### src/rtl/rast_pkg.sv
// Shared widths and field offsets for the rasterization2 LII wrapper.
package rast_pkg;

  localparam int TRI2D_W   = 56;
  localparam int INFO_W    = 58;
  localparam int FRAG_W    = 32;
  localparam int TRI2D_LSB = 58;
  localparam int CNT_LSB   = 96;
  localparam int CNT_W     = 4;

  typedef logic [FRAG_W-1:0] frag_t;

endpackage

### src/rtl/lii_fwft_fifo.sv
// First-word-fall-through FIFO; head entry is always visible on dout while not empty.
module lii_fwft_fifo #(
  parameter int WIDTH = 8,
  parameter int DEPTH = 4
) (
  input  logic             clk,
  input  logic             rst_n,
  input  logic             push,
  input  logic [WIDTH-1:0] din,
  output logic             full,
  input  logic             pop,
  output logic [WIDTH-1:0] dout,
  output logic             empty
);

  localparam int AW = (DEPTH > 1) ? $clog2(DEPTH) : 1;

  logic [WIDTH-1:0] mem_r [DEPTH];
  logic [AW-1:0]    wr_ptr_r;
  logic [AW-1:0]    rd_ptr_r;
  logic [AW:0]      count_r;
  logic             do_push_s;
  logic             do_pop_s;

  assign full      = (count_r == (AW+1)'(DEPTH));
  assign empty     = (count_r == {(AW+1){1'b0}});
  assign do_push_s = push & ~full;
  assign do_pop_s  = pop & ~empty;
  assign dout      = mem_r[rd_ptr_r];

  // Storage array: contents are qualified by count_r, so no reset is needed.
  always_ff @(posedge clk) begin
    if (do_push_s) begin
      mem_r[wr_ptr_r] <= din;
    end
  end

  // Pointer and occupancy tracking; simultaneous push and pop leaves count unchanged.
  always_ff @(posedge clk or negedge rst_n) begin
    if (!rst_n) begin
      wr_ptr_r <= {AW{1'b0}};
      rd_ptr_r <= {AW{1'b0}};
      count_r  <= {(AW+1){1'b0}};
    end else begin
      if (do_push_s) begin
        wr_ptr_r <= wr_ptr_r + AW'(1'b1);
      end
      if (do_pop_s) begin
        rd_ptr_r <= rd_ptr_r + AW'(1'b1);
      end
      case ({do_push_s, do_pop_s})
        2'b10:   count_r <= count_r + (AW+1)'(1'b1);
        2'b01:   count_r <= count_r - (AW+1)'(1'b1);
        default: count_r <= count_r;
      endcase
    end
  end

endmodule

### src/rtl/rasterization2_wrapper.sv
// LII wrapper for rasterization2: splits input beats into two kernel streams and
// packs the kernel's fragment stream into LII beats with an idle-timeout flush.
module rasterization2_wrapper
  import rast_pkg::*;
#(
  parameter int         PW           = 128,
  parameter int         DEPTH        = 4,
  parameter int         PACK         = 3,
  parameter int         FLUSH_CYCLES = 16,
  parameter logic [7:0] SRC_ID       = 8'h00,
  parameter logic [7:0] DST_ID       = 8'h00
) (
  input  logic               aclk,
  input  logic               arstn,
  input  logic [PW-1:0]      lii_in_p0_tdata,
  input  logic               lii_in_p0_tvalid,
  output logic               lii_in_p0_tready,
  input  logic [7:0]         lii_in_p0_src,
  input  logic [7:0]         lii_in_p0_dst,
  output logic [PW-1:0]      lii_out_p0_tdata,
  output logic               lii_out_p0_tvalid,
  input  logic               lii_out_p0_tready,
  output logic [7:0]         lii_out_p0_src,
  output logic [7:0]         lii_out_p0_dst,
  output logic [TRI2D_W-1:0] triangle_2d_copy_stream_tdata,
  output logic               triangle_2d_copy_stream_tvalid,
  input  logic               triangle_2d_copy_stream_tready,
  output logic [INFO_W-1:0]  triangle_info_stream_tdata,
  output logic               triangle_info_stream_tvalid,
  input  logic               triangle_info_stream_tready,
  input  frag_t              fragment_stream_tdata,
  input  logic               fragment_stream_tvalid,
  output logic               fragment_stream_tready,
  output logic               ce
);

  localparam int ACC_W  = PACK * FRAG_W;
  localparam int IDLE_W = $clog2(FLUSH_CYCLES + 1);
  localparam logic [CNT_W-1:0]  LAST_LANE = CNT_W'(PACK - 1);
  localparam logic [CNT_W-1:0]  FULL_CNT  = CNT_W'(PACK);
  localparam logic [IDLE_W-1:0] IDLE_LAST = IDLE_W'(FLUSH_CYCLES - 1);

  logic full_tri_s, full_info_s, empty_tri_s, empty_info_s, push_s;

  assign lii_in_p0_tready = arstn & ~full_tri_s & ~full_info_s;
  assign push_s           = lii_in_p0_tvalid & lii_in_p0_tready;

  lii_fwft_fifo #(.WIDTH(TRI2D_W), .DEPTH(DEPTH)) u_tri_fifo (
    .clk   (aclk),
    .rst_n (arstn),
    .push  (push_s),
    .din   (lii_in_p0_tdata[TRI2D_LSB +: TRI2D_W]),
    .full  (full_tri_s),
    .pop   (triangle_2d_copy_stream_tvalid & triangle_2d_copy_stream_tready),
    .dout  (triangle_2d_copy_stream_tdata),
    .empty (empty_tri_s)
  );

  lii_fwft_fifo #(.WIDTH(INFO_W), .DEPTH(DEPTH)) u_info_fifo (
    .clk   (aclk),
    .rst_n (arstn),
    .push  (push_s),
    .din   (lii_in_p0_tdata[INFO_W-1:0]),
    .full  (full_info_s),
    .pop   (triangle_info_stream_tvalid & triangle_info_stream_tready),
    .dout  (triangle_info_stream_tdata),
    .empty (empty_info_s)
  );

  assign triangle_2d_copy_stream_tvalid = ~empty_tri_s;
  assign triangle_info_stream_tvalid    = ~empty_info_s;

  logic [ACC_W-1:0]  acc_r;
  logic [CNT_W-1:0]  cnt_r;
  logic [IDLE_W-1:0] idle_r;
  logic              out_valid_r;
  logic [PW-1:0]     out_data_r;
  logic              stall_s, accept_s, full_trig_s, flush_s, emit_s;
  logic [ACC_W-1:0]  acc_ins_s;
  logic [PW-1:0]     beat_s;

  assign stall_s                = out_valid_r & ~lii_out_p0_tready;
  assign fragment_stream_tready = arstn & ~stall_s;
  assign ce                     = arstn & ~stall_s;
  assign accept_s               = fragment_stream_tvalid & fragment_stream_tready;
  assign full_trig_s            = accept_s & (cnt_r == LAST_LANE);
  // Partial-beat timeout; a stall freezes it and any accept pre-empts it.
  assign flush_s = (cnt_r != {CNT_W{1'b0}}) & ~accept_s & ~stall_s & (idle_r == IDLE_LAST);
  assign emit_s  = full_trig_s | flush_s;

  // Accumulator view with the incoming fragment dropped into lane cnt_r.
  always_comb begin
    acc_ins_s = acc_r;
    for (int l = 0; l < PACK; l++) begin
      if (accept_s && (cnt_r == CNT_W'(l))) begin
        acc_ins_s[l*FRAG_W +: FRAG_W] = fragment_stream_tdata;
      end else begin
        acc_ins_s[l*FRAG_W +: FRAG_W] = acc_r[l*FRAG_W +: FRAG_W];
      end
    end
  end

  // Outgoing beat: lanes low, lane count at CNT_LSB, everything else zero.
  always_comb begin
    beat_s                     = {PW{1'b0}};
    beat_s[ACC_W-1:0]          = acc_ins_s;
    beat_s[CNT_LSB +: CNT_W]   = full_trig_s ? FULL_CNT : cnt_r;
  end

  // Lane accumulator, lane count and idle counter.
  always_ff @(posedge aclk or negedge arstn) begin
    if (!arstn) begin
      acc_r  <= {ACC_W{1'b0}};
      cnt_r  <= {CNT_W{1'b0}};
      idle_r <= {IDLE_W{1'b0}};
    end else if (emit_s) begin
      acc_r  <= {ACC_W{1'b0}};
      cnt_r  <= {CNT_W{1'b0}};
      idle_r <= {IDLE_W{1'b0}};
    end else if (accept_s) begin
      acc_r  <= acc_ins_s;
      cnt_r  <= cnt_r + CNT_W'(1'b1);
      idle_r <= {IDLE_W{1'b0}};
    end else if (cnt_r == {CNT_W{1'b0}}) begin
      idle_r <= {IDLE_W{1'b0}};
    end else if (!stall_s) begin
      idle_r <= idle_r + IDLE_W'(1'b1);
    end else begin
      idle_r <= idle_r;
    end
  end

  // Output register; data is kept after drain so tdata holds its last value.
  always_ff @(posedge aclk or negedge arstn) begin
    if (!arstn) begin
      out_valid_r <= 1'b0;
      out_data_r  <= {PW{1'b0}};
    end else if (emit_s) begin
      out_valid_r <= 1'b1;
      out_data_r  <= beat_s;
    end else if (lii_out_p0_tready) begin
      out_valid_r <= 1'b0;
    end else begin
      out_valid_r <= out_valid_r;
    end
  end

  assign lii_out_p0_tdata  = out_data_r;
  assign lii_out_p0_tvalid = out_valid_r;
  assign lii_out_p0_src    = SRC_ID;
  assign lii_out_p0_dst    = DST_ID;

  logic unused_s;
  assign unused_s = ^{lii_in_p0_src, lii_in_p0_dst, lii_in_p0_tdata};

endmodule
### config.mk
export PLATFORM = sky130hd
export DESIGN_NAME = rasterization2_wrapper
export DESIGN_NICKNAME = d
export VERILOG_FILES = /design/src/rtl/rast_pkg.sv /design/src/rtl/lii_fwft_fifo.sv /design/src/rtl/rasterization2_wrapper.sv
export SDC_FILE = /design/constraint.sdc
export NUM_CORES = 1
export LEC_CHECK = 0
export BUFFER_PORTS_ARGS = -buffer_cell sky130_fd_sc_hd__buf_4
export CAP_MARGIN = 20
export CORE_MARGIN = 4
export CORE_UTILIZATION = 39
export CTS_CLUSTER_SIZE = 10
export DETAILED_ROUTE_END_ITERATION = 10
export PLACE_DENSITY = 0.59
export SETUP_SLACK_MARGIN = 0.15
export SYNTH_ARGS = -nofsm -noshare
export SYNTH_HDL_FRONTEND = slang
export SYNTH_SLANG_ARGS = --single-unit
### constraint.sdc
create_clock -name aclk -period 5.4 [get_ports aclk]
set_input_delay 1.62 -clock aclk [delete_from_list [all_inputs] [get_ports aclk]]
set_output_delay 1.62 -clock aclk [all_outputs]
set_load 0.1 [all_outputs]
## Word level (Yosys, flattened, before mapping)

Memories as Yosys holds them, arrays and structs flattened.
Cells that the tools add are included.

| word-level totals | value |
|---|---|
| register bits after elaboration | 220 |
| bits in writable memories | 456 |
| input bits | 183 |
| output and inout bits | 264 |
| logic and storage cells | 88 |
| memories | 2 |

Memory list:

| memory | depth | bits a word | read ports | clocked after Yosys merged registers in | wr ports | RTL line | RTL |
|---|---|---|---|---|---|---|---|
| u_info_fifo.mem_r | 4 | 58 | 1 | 0 | 1 | lii_fwft_fifo.sv:18 | `logic [WIDTH-1:0] mem_r [DEPTH];` |
| u_tri_fifo.mem_r | 4 | 56 | 1 | 0 | 1 | lii_fwft_fifo.sv:18 |  |

| cells by class | value |
|---|---|
| $add $sub $neg | 10 |
| eq/ne operators | 10 |
| muxes and demuxes | 20 |
| bitwise operators | 24 |
| reduce and logical (&&, ||, !) cells | 11 |

Operator list:

| cell | number |
|---|---|
| 2-to-1 mux 96 bit | 2 |
| 2-to-1 mux 32 bit | 3 |
| 2-to-1 mux 5 bit | 4 |
| bitwise AND 1 bit | 16 |
| 2-to-1 mux 4 bit | 3 |
| case mux 3 bit (2 select lines) | 2 |
| adder 2 x 1 -> 2 bit (second input constant) | 4 |
| nonzero test 2 bit | 4 |
| NOT 1 bit | 7 |
| adder 3 x 1 -> 3 bit (second input constant) | 2 |
| == test 3 bit (second input constant) | 2 |
| logical NOT 3 bit | 2 |
| 2-to-1 mux 1 bit | 6 |
| subtractor 3 x 1 -> 3 bit (second input constant) | 2 |
| adder 5 x 1 -> 5 bit (second input constant) | 1 |
| == test 5 x 4 -> 1 bit (second input constant) | 1 |
| adder 4 x 1 -> 4 bit (second input constant) | 1 |
| == test 2 x 1 -> 1 bit (second input constant) | 2 |
| == test 2 bit (second input constant) | 2 |
| == test 4 x 1 -> 1 bit (second input constant) | 1 |
| == test 4 x 2 -> 1 bit (second input constant) | 1 |
| logical NOT 4 bit | 1 |
| inequality test 4 x 1 -> 1 bit (second input constant) | 1 |
| nonzero test 4 bit | 1 |
| 2 further kinds | 4 |

## Longest topological paths before layout

Gate-level depths: netlist (run 1).

| depth | value |
|---|---|
| depth in word-level cells | 11 |
| mapped depth | 11 |
| gate-level depth less buffers | 10 |

## By module

Synthesis (run 1) repeated with hierarchy kept, for this count alone.

| unflattened totals | value |
|---|---|
| cells, all modules | 1448 |
| area total of the unflattened synthesis | 26417.8 um2 |

Modules (own cells, without submodules):

| module | instances | cells each | area an instance (um2) | seq. area each (um2) |
|---|---|---|---|---|
| rasterization2_wrapper | 1 | 777 | 9026.2 | 5154.9 |
| lii_fwft_fifo at u_info_fifo | 1 | 341 | 8866.0 | 7141.8 |
| lii_fwft_fifo at u_tri_fifo | 1 | 330 | 8525.7 | 6901.6 |

## Worst setup path after synthesis (run 1)

No wires, ideal clock.

| timing path | value |
|---|---|
| path type | input to output |
| start point | input lii_out_p0_tready |
| end point | output fragment_stream_tready |
| data arrival time | 3786 ps |
| required time | 3780 ps |
| slack | -6 ps |
| cell stages on the path | 4 |
| path buffers | 2 |
| cells stage by stage | and2b_1 > buf_2 > nor2_1 > buf_4 |

| on the way | value |
|---|---|
| longest elaborated chain between the ends | 4 |

Ends and longest elaborated chain:

| what | RTL line | RTL |
|---|---|---|
| from (decl) | rasterization2_wrapper.sv:22 | `input logic lii_out_p0_tready,` |
| NOT 1 bit | rasterization2_wrapper.sv:82 | `assign stall_s = out_valid_r & ~lii_out_p0_tready;` |
| bitwise AND 1 bit | rasterization2_wrapper.sv:82 |  |
| NOT 1 bit | - |  |
| bitwise AND 1 bit | - |  |
| to (decl) | rasterization2_wrapper.sv:33 | `output logic fragment_stream_tready,` |

No other way between the ends.

## Worst setup path after layout (run 1)

| timing path | value |
|---|---|
| start point | input arstn |
| end point | output lii_in_p0_tready |

| on the way | value |
|---|---|
| longest elaborated chain between the ends | 2 |

Ends and longest elaborated chain:

| what | RTL line | RTL |
|---|---|---|
| from (decl) | rasterization2_wrapper.sv:14 | `input logic arstn,` |
| bitwise AND 1 bit (2 in series) | rasterization2_wrapper.sv:45 | `assign lii_in_p0_tready = arstn & ~full_tri_s & ~full_info_s;` |
| to (decl) | rasterization2_wrapper.sv:17 | `output logic lii_in_p0_tready,` |

No other way between the ends.

==> results of run 1 <==
-- cell families (layout without fill, tap and decap cells) --
| logic type | count (synthesis) | count (layout) | share of synthesized area |
|---|---|---|---|
| compound gates | 80 | 80 | 0.0248 |
| fa+ha+maj | 18 | 18 | 0.00898 |
| mux | 308 | 308 | 0.191 |
| flops | 676 | 676 | 0.718 |
| other cells | 1 | 49 | 0.000140 |
| buf+inv | 132 | 529 | 0.0300 |
| xor+xnor | 15 | 15 | 0.00491 |
| simple gates | 96 | 96 | 0.0225 |
-- metrics by stage --
| stage | instances | util |
|---|---|---|
| floorplan | 1369 | - |
| global placement | 2528 | 0.451 |
| detailed placement | 2528 | 0.451 |
| CTS | 2639 | 0.484 |
| global route | 2640 | 0.484 |
| finish | 2644 | 0.484 |
-- routing by layer --
metal | routed length, µm | share of wire | track usage | up-vias
met3 | 4950 | 0.081 | 0.0544 | 88
li1 | - | - | - | 5946
met1 | 25400 | 0.42 | 0.218 | 7000
met5 | 40 | 0.00066 | 0 | -
met4 | 1180 | 0.019 | 0.0459 | 4
met2 | 29200 | 0.48 | 0.265 | 359
-- state kept, by name, indices dropped and copies added (netlist names) --
name / count
lii_out_p0_tdata: 100
u_tri_fifo.wr_ptr_r: 2
u_info_fifo.wr_ptr_r: 2
cnt_r: 4
u_info_fifo.mem_r: 232
acc_r: 96
u_info_fifo.rd_ptr_r: 2
lii_out_p0_tvalid: 1
idle_r: 5
u_tri_fifo.count_r: 3
u_tri_fifo.rd_ptr_r: 2
u_info_fifo.count_r: 3
u_tri_fifo.mem_r: 224
-- cells in the mapped netlist, types with 4 or more instances --
master,count,area share
nand3_1,10,0.0019
nand2_1,9,0.0013
a22o_1,66,0.022
buf_6,13,0.0055
nor3_1,4,0.00075
o21ai_0,6,0.0011
clkbuf_1,29,0.0041
inv_1,16,0.0022
and3_1,41,0.0096
nor2_1,10,0.0014
mux2_2,68,0.029
a21oi_1,4,0.00075
dfrtp_1,220,0.21
buf_2,24,0.0045
xor2_1,8,0.0026
and2_1,5,0.0012
ha_1,16,0.0075
buf_4,48,0.013
xnor2_1,7,0.0023
mux2_1,30,0.013
edfxtp_1,456,0.51
mux4_2,114,0.096
mux2_4,96,0.054
-- cells in the final DEF (no fill, tap or decap), drive strengths merged, types with 3 or more instances in the layout --
cell / count
and3: 41
inv: 21
diode: 5
xnor2: 7
a21oi: 4
nand3: 10
edfxtp: 456
nand2: 10
conb: 44
buf: 402
mux2: 194
nor3: 8
dfrtp: 220
o21ai: 6
ha: 16
a22o: 66
xor2: 8
nor2: 10
clkbuf: 103
and2: 5
or3b: 3
mux4: 114
-- layout make-up --
cell class	count	area share
multi-input combinational	561	0.212
sequential	676	0.586
antenna	5	0.000382
tap	873	0.0333
clock inverter	8	0.00432
timing repair buffer	402	0.0965
inverter	16	0.00183
clock buffer	103	0.0650
-- worst max-delay path, stage by stage --
cell and delay, ns:
buf_8 0.22, inv_1 0.18, a221oi_1 0.25, buf_4 0.22, buf_4 0.32
-- path summary, 6_finish.rpt --
| path | start | end | depth (start not counted) |
|---|---|---|---|
| max in group asynchronous | arstn | acc_r[76] | 2 |
| worst max register to register | cnt_r[0] | lii_out_p0_tdata[52] | 7 |
| worst max-delay path | arstn | lii_in_p0_tready | 5 |
| min in group asynchronous | arstn | lii_out_p0_tdata[4] | 1 |
| worst min register to register | u_tri_fifo.count_r[2] | u_tri_fifo.count_r[2] | 1 |
| worst min-delay path | u_tri_fifo.count_r[2] | u_tri_fifo.count_r[2] | 1 |
==> run summary, run 1 <==
CTS buffer count = 79
crit path DAT = 2.84 ns
worst slew pin tran = 1.18 ns
core area = 67600 µm²
FFs w/ async S/R, synth = 0.325
CTS Hold Bufs = 0
Yosys reg bits = 676
MaxCap Viol Count = 0
Initial Util = 0.396
kind of end point of the critical path = primary output
aggregate global-route resource usage = 0.165
die area = 72900 µm²
Design Area, Final = 32800 µm²
Yosys Warn Count = 0
synth unique cells = 41
Ports = 447
largest net degree at the start of global routing = 195
gpl congestion = 0.724
clock-pin slew on the worst setup and hold paths = 0.05 ns
CP max FO = 30
setup repair bufs after CTS = 0
sequential area share after synthesis = 0.718
Root Buffer = clkbuf_16
area grow syn2layout = 22.5%
fin worst setup slack = 0.945 ns
final hold slack = 0.483 ns
Port Buffers = 372
Post-Syn Area = 26800 µm²
post-cts resize count = 0
residual DRC count = 0
vias per cell = 5.07
DRT Pass-1 Iters = 4
DP Worst Slack = 0.850 ns
Pins Over Slew Limit = 0
via count = 13397
period utilisation layout = 0.825
Setup TNS Final = 0 ns
Placed Area = 30500 µm²
CTS tree = done
RSZ-0062 raised after global routing = false
maximum level of the CTS H-tree = 3
Die W = 270 µm
maximum buffer depth of the clock tree = 3
fill cell count = 5622
CTS Sinks = 676
Final Hold Vio Count = 0
footprint of the multi-input gates = 6950 µm²
Total Routed Length = 60800 µm
Final nets = 1937
EDFF count, synth = 456
post-DP HPWL = 38700 µm
Worst slew margin = 0.212
status = finished clean
grt ovf = 0
first-pass GRT wire length = 93200 µm
Max Freq = 224 MHz
vias in the first global route = 14491
worst min-delay path category = reg2reg
num rows = 95
FF+latch area = 19200 µm²
Tmin final = 4.46 ns
Die Y = 270 µm
WP data required = 3.78 ns
CP Launch Type = input pin
Worst Skew = 0.0132 ns
DR WL/cell = 23.0 µm
antenna violations before repair = 6
R2R Setup Slk = 2.01 ns
Setup-failing EPs final = 0
layout cell share with drive strength beyond 1 = 0.448
CP Class = in2out
Routed Antenna Nets = 0
Initial DRC Count = 720
Syn Inst Count = 1326
clk_lat worst skew = 0.60 ns
mean post-synth cell area = 20.2 µm²
ys flop type = edfxtp_1
Power of run 1 is left out: the tool's default activity adds up to more than one toggle a clock period on the data nets, which glitch-free logic cannot reach.
==> run 2: changes to the inputs <==
ABC_AREA = 1   (was default)
clock period = 4.2 ns   (was 5.4 ns; I/O delays follow)
==> run 2 against run 1 <==
First-iteration DRC count increased by 88%. Via count grew 39%. Global-route usage increased by 1.7 points. Cell count is 41% higher. Synthesized area rose by 2.0%. Critical path depth did not move. Clock-buffer cell count increased by 15. Hold slack got worse by 0.0063 ns. Synthesized cell count grew 80%. Largest cell class unchanged.
==> run summary, run 2 <==
grt ovf = 0
WP data required = 2.94 ns
Max Freq = 258 MHz
clock-pin slew on the worst setup and hold paths = 0.05 ns
CP Class = reg2out
Routed Antenna Nets = 0
Post-synth top cells = edfxtp_1, nand2_1, nor2_1, o21ai_0, dfrtp_1
Yosys top cell by area = edfxtp_1
Tmin final = 3.88 ns
aggregate global-route resource usage = 0.183
Final Util = 0.486
max reg flops = 232
commonest cells after routing, fill and taps aside = edfxtp_1, nand2_1, buf_4
Root Buffer = clkbuf_16
die area = 74300 µm²
Post-Synth Adder-Cell Area = 0.00880
MaxCap Viol Count = 0
antenna violations before repair = 3
Post-Syn Area = 27300 µm²
Setup TNS Final = 0 ns
Most flops, register = u_info_fifo.mem_r
vias per cell = 5.02
crit path DAT = 2.62 ns
via count = 18671
worst min-delay path category = reg2reg
footprint of the multi-input gates = 6870 µm²
largest family of logic cells by synthesized area = simple AND/OR/NAND/NOR gates
worst slew pin tran = 0.938 ns
mean post-synth cell area = 11.4 µm²
ys flop type = edfxtp_1
Initial Util = 0.396
Initial DRC Count = 1352
Yosys reg bits = 676
EDFF count, synth = 456
vias in the first global route = 18635
Syn Inst Count = 2385
FF+latch area = 19200 µm²
kind of end point of the critical path = primary output
hold wc startpoint = u_tri_fifo.count_r[0]
DRT Pass-1 Iters = 5
CP Launch Type = flip-flop
synth unique cells = 31
area grow syn2layout = 22.7%
status = finished clean
post-synthesis mux area share = 0
compound-gate portion of the synthesized area = 0.108
hold endpoint = u_tri_fifo.count_r[0]
top-count cell post-synth = edfxtp_1
Pins Over Slew Limit = 0
reg2reg end = lii_out_p0_tdata[21]
largest net degree at the start of global routing = 104
layout cell share with drive strength beyond 1 = 0.192
final hold slack = 0.477 ns
Design Area, Final = 33500 µm²
Synth Area in XOR/XNOR = 0.00257
Yosys Warn Count = 0
CTS buffer count = 79
CTS Sinks = 676
num rows = 96
post-DP HPWL = 43000 µm
Die Y = 273 µm
residual DRC count = 0
Port Buffers = 372
CTS Hold Bufs = 0
CTS tree = done
maximum level of the CTS H-tree = 3
core area = 68900 µm²
Synth Area in Simple Gates = 0.123
Worst slew margin = 0.375
Synth area leaders = edfxtp_1, dfrtp_1, nand2_1, o21ai_0, nor2_1
sequential area share after synthesis = 0.703
maximum buffer depth of the clock tree = 3
fill cell count = 6214
Final nets = 2942
Placed Area = 31100 µm²
period utilisation layout = 0.923
RSZ-0062 raised after global routing = true
first-pass GRT wire length = 107000 µm
Hold Path Depth = 1
DR WL/cell = 18.8 µm
Ports = 447
most common cell after layout, fill and taps aside = edfxtp_1
Total Routed Length = 69900 µm
FFs w/ async S/R, synth = 0.325
clk_lat worst skew = 0.63 ns
R2R Setup Slk = 1.49 ns
CP max FO = 33
top-area cell type share of the netlist area = 0.502
reg2reg start = cnt_r[0]
Final Hold Vio Count = 0
Die W = 273 µm
Worst Skew = 0.0335 ns
r2r worst-path depth = 9
gpl congestion = 0.774
Setup-failing EPs final = 0
## run 2: what timing repair did
action,4_1_cts,5_1_grt
setup endpoints to repair,1,4
buffers inserted,0,0
resized for setup,1,1
## run 2: stage by stage
stage | cells | setup WS (ns)
after global placement | 3590 | 0.717
after global routing | 3720 | 0.145
final | 3720 | 0.322
after detailed placement | 3590 | 0.664
after floorplan | 2428 | 0.286
after CTS | 3716 | 0.203
## run 2: kinds of logic (layout without fill, tap and decap cells)
family,Yosys count,count (layout)
xor+xnor,8,8
flops,676,676
compound gates,513,513
other cells,1,47
buf+inv,328,686
fa+ha+maj,18,18
simple gates,841,841
## run 2: area by class of cell
cell class                      count  share of cell area
Clock inverter                      8             0.00620
Antenna cell                        3            0.000224
Sequential cell                   676               0.573
Inverter                          136              0.0154
Clock buffer                      118              0.0646
Tap cell                          931              0.0348
Timing Repair Buffer              424               0.100
Multi-Input combinational cell   1424               0.205
## run 2: critical path: stages (launching register included)
cell,delay [ns]
dfrtp_2,0.56
inv_4,0.34
buf_4,0.34
o21ai_0,0.12
o22ai_1,0.27
buf_4,0.35
## run 2: routing by layer
metal,GRT usage,vias to the layer above,part of all wire
li1,-,8830,-
met1,0.227,9244,0.40
met2,0.315,490,0.51
met3,0.0444,107,0.064
met4,0.0615,0,0.026
met5,0,-,0
## run 2: how the worst max path moves through the flow
stage                                        from                             end  slack, ns
after detailed placement        lii_out_p0_tready            lii_out_p0_tdata[29]       0.66
after floorplan                             arstn         u_info_fifo.mem_r[0][0]       0.29
after global routing      u_info_fifo.rd_ptr_r[0]  triangle_info_stream_tdata[41]       0.15
final                     u_info_fifo.rd_ptr_r[0]  triangle_info_stream_tdata[41]       0.32
after CTS                 u_info_fifo.rd_ptr_r[0]  triangle_info_stream_tdata[20]       0.20
after global placement          lii_out_p0_tready            lii_out_p0_tdata[29]       0.72
Power of run 2 is left out for the same reason.
==> run 3: changes to the inputs <==
ABC_AREA = default   (was 1)
==> run 3 against run 2 <==
Via count is 29% lower. Wire length is 14% lower. Sequential cell count stayed put. Highest routed layer is now met5. Setup slack better by 0.22 ns. Maximum frequency is 5.9% higher. Die area is 1.9% lower. Utilization hardly changed. Hold slack worse by 0.058 ns. Critical path depth is 2 lower. Clock skew is 0.0093 ns lower. Sequential share of layout area is 1.1 points higher. Global-route usage is 2.0 points lower.
==> run summary, run 3 (synthesis gave the netlist of run 1 again) <==
Initial Util = 0.396
kind of end point of the critical path = primary output
CTS tree = done
# placed instances = 2535
CTS Sinks = 676
die area = 72900 µm²
r2r worst-path depth = 7
DP Worst Slack = 0.617 ns
FF+latch area = 19200 µm²
Die Y = 270 µm
clock-pin slew on the worst setup and hold paths = 0.06 ns
first-pass GRT wire length = 91800 µm
Root Buffer = clkbuf_16
fill cell count = 5621
footprint of the multi-input gates = 6950 µm²
CTS Hold Bufs = 0
Worst slew margin = 0.319
Die W = 270 µm
most common cell after layout, fill and taps aside = edfxtp_1
Tmin final = 3.66 ns
gpl congestion = 0.742
CP peak stage delay = 0.68 ns
post-DP HPWL = 37600 µm
vias in the first global route = 14287
CP max FO = 24
maximum level of the CTS H-tree = 3
crit path DAT = 2.40 ns
num rows = 95
final cell count without fillers = 2646
commonest cells after routing, fill and taps aside = edfxtp_1, buf_4, dfrtp_1
Pins Over Slew Limit = 0
CP Cell Sequence = buf_12 > mux4_2 > buf_4
CP delay by family, top = flip-flops
CTS buffer count = 80
Routed Antenna Nets = 0
Port Buffers = 372
DR WL/cell = 22.8 µm
residual DRC count = 0
worst min-delay path category = in2async
fin worst setup slack = 0.537 ns
post-cts resize count = 0
CP Class = reg2out
clk_lat worst skew = 0.62 ns
Ports = 447
Most flops, register = u_info_fifo.mem_r
max reg flops = 232
antenna violations before repair = 6
core area = 67600 µm²
setup repair bufs after CTS = 0
Design Area, Final = 32900 µm²
grt ovf = 0
Setup TNS Final = 0 ns
area grow syn2layout = 22.9%
layout cell share with drive strength beyond 1 = 0.452
Initial DRC Count = 802
MaxCap Viol Count = 0
maximum buffer depth of the clock tree = 3
status = finished clean
DRT Pass-1 Iters = 4
via count = 13314
Final Hold Vio Count = 0
Worst Path Buf+Inv = 2
vias per cell = 5.03
WP data required = 2.94 ns
Placed Area = 30600 µm²
RSZ-0062 raised after global routing = false
Final nets = 1945
logic depth of the worst setup path including buffers = 3
Worst Skew = 0.0242 ns
CP Launch Type = flip-flop
Total Routed Length = 60300 µm
largest net degree at the start of global routing = 186
Setup-failing EPs final = 0
Max Freq = 273 MHz
CP max stage cell = dfrtp_4
aggregate global-route resource usage = 0.163
worst slew pin tran = 1.02 ns
period utilisation layout = 0.872
[run 3: path summary, 6_finish.rpt]
check                                              from                             end  slack (ns)
worst max-delay path            u_info_fifo.rd_ptr_r[0]  triangle_info_stream_tdata[50]        0.54
worst min-delay path                              arstn               lii_out_p0_tvalid        0.42
worst max register to register                 cnt_r[0]             lii_out_p0_tdata[1]        1.54
worst min register to register     lii_out_p0_tdata[96]            lii_out_p0_tdata[96]        0.49
max in group asynchronous                         arstn                        cnt_r[0]        2.10
min in group aclk                  lii_out_p0_tdata[96]            lii_out_p0_tdata[96]        0.49
[run 3: per-layer routing]
metal,global-route usage,share of wire,vias up
li1,-,-,5935
met1,0.213,0.42,6971
met2,0.267,0.50,322
met3,0.0481,0.068,82
met4,0.0477,0.018,4
met5,0,0.00035,-
[run 3: worst reg2reg max path: stages (launching register included)]
cell and delay, ns:
dfrtp_1 0.45, inv_1 0.11, ha_1 0.13, or3b_1 0.50, nor3_4 0.16, buf_4 0.53
mux2_2 0.42, mux2_4 0.25
[run 3: metrics by stage]
step / util / hold slack [ns]
global placement: 0.452 / 0.475
global route: 0.486 / 0.388
CTS: 0.486 / 0.375
floorplan: - / 0.455
finish: 0.486 / 0.419
detailed placement: 0.452 / 0.476
[run 3: cell type report]
class,instances,share of cell area
multi-input combinational,561,0.211
inverter,16,0.00183
clock buffer,95,0.0632
antenna,4,0.000305
timing repair buffer,409,0.0997
clock inverter,12,0.00582
tap,873,0.0332
sequential,676,0.584
Power of run 3 is left out for the same reason.
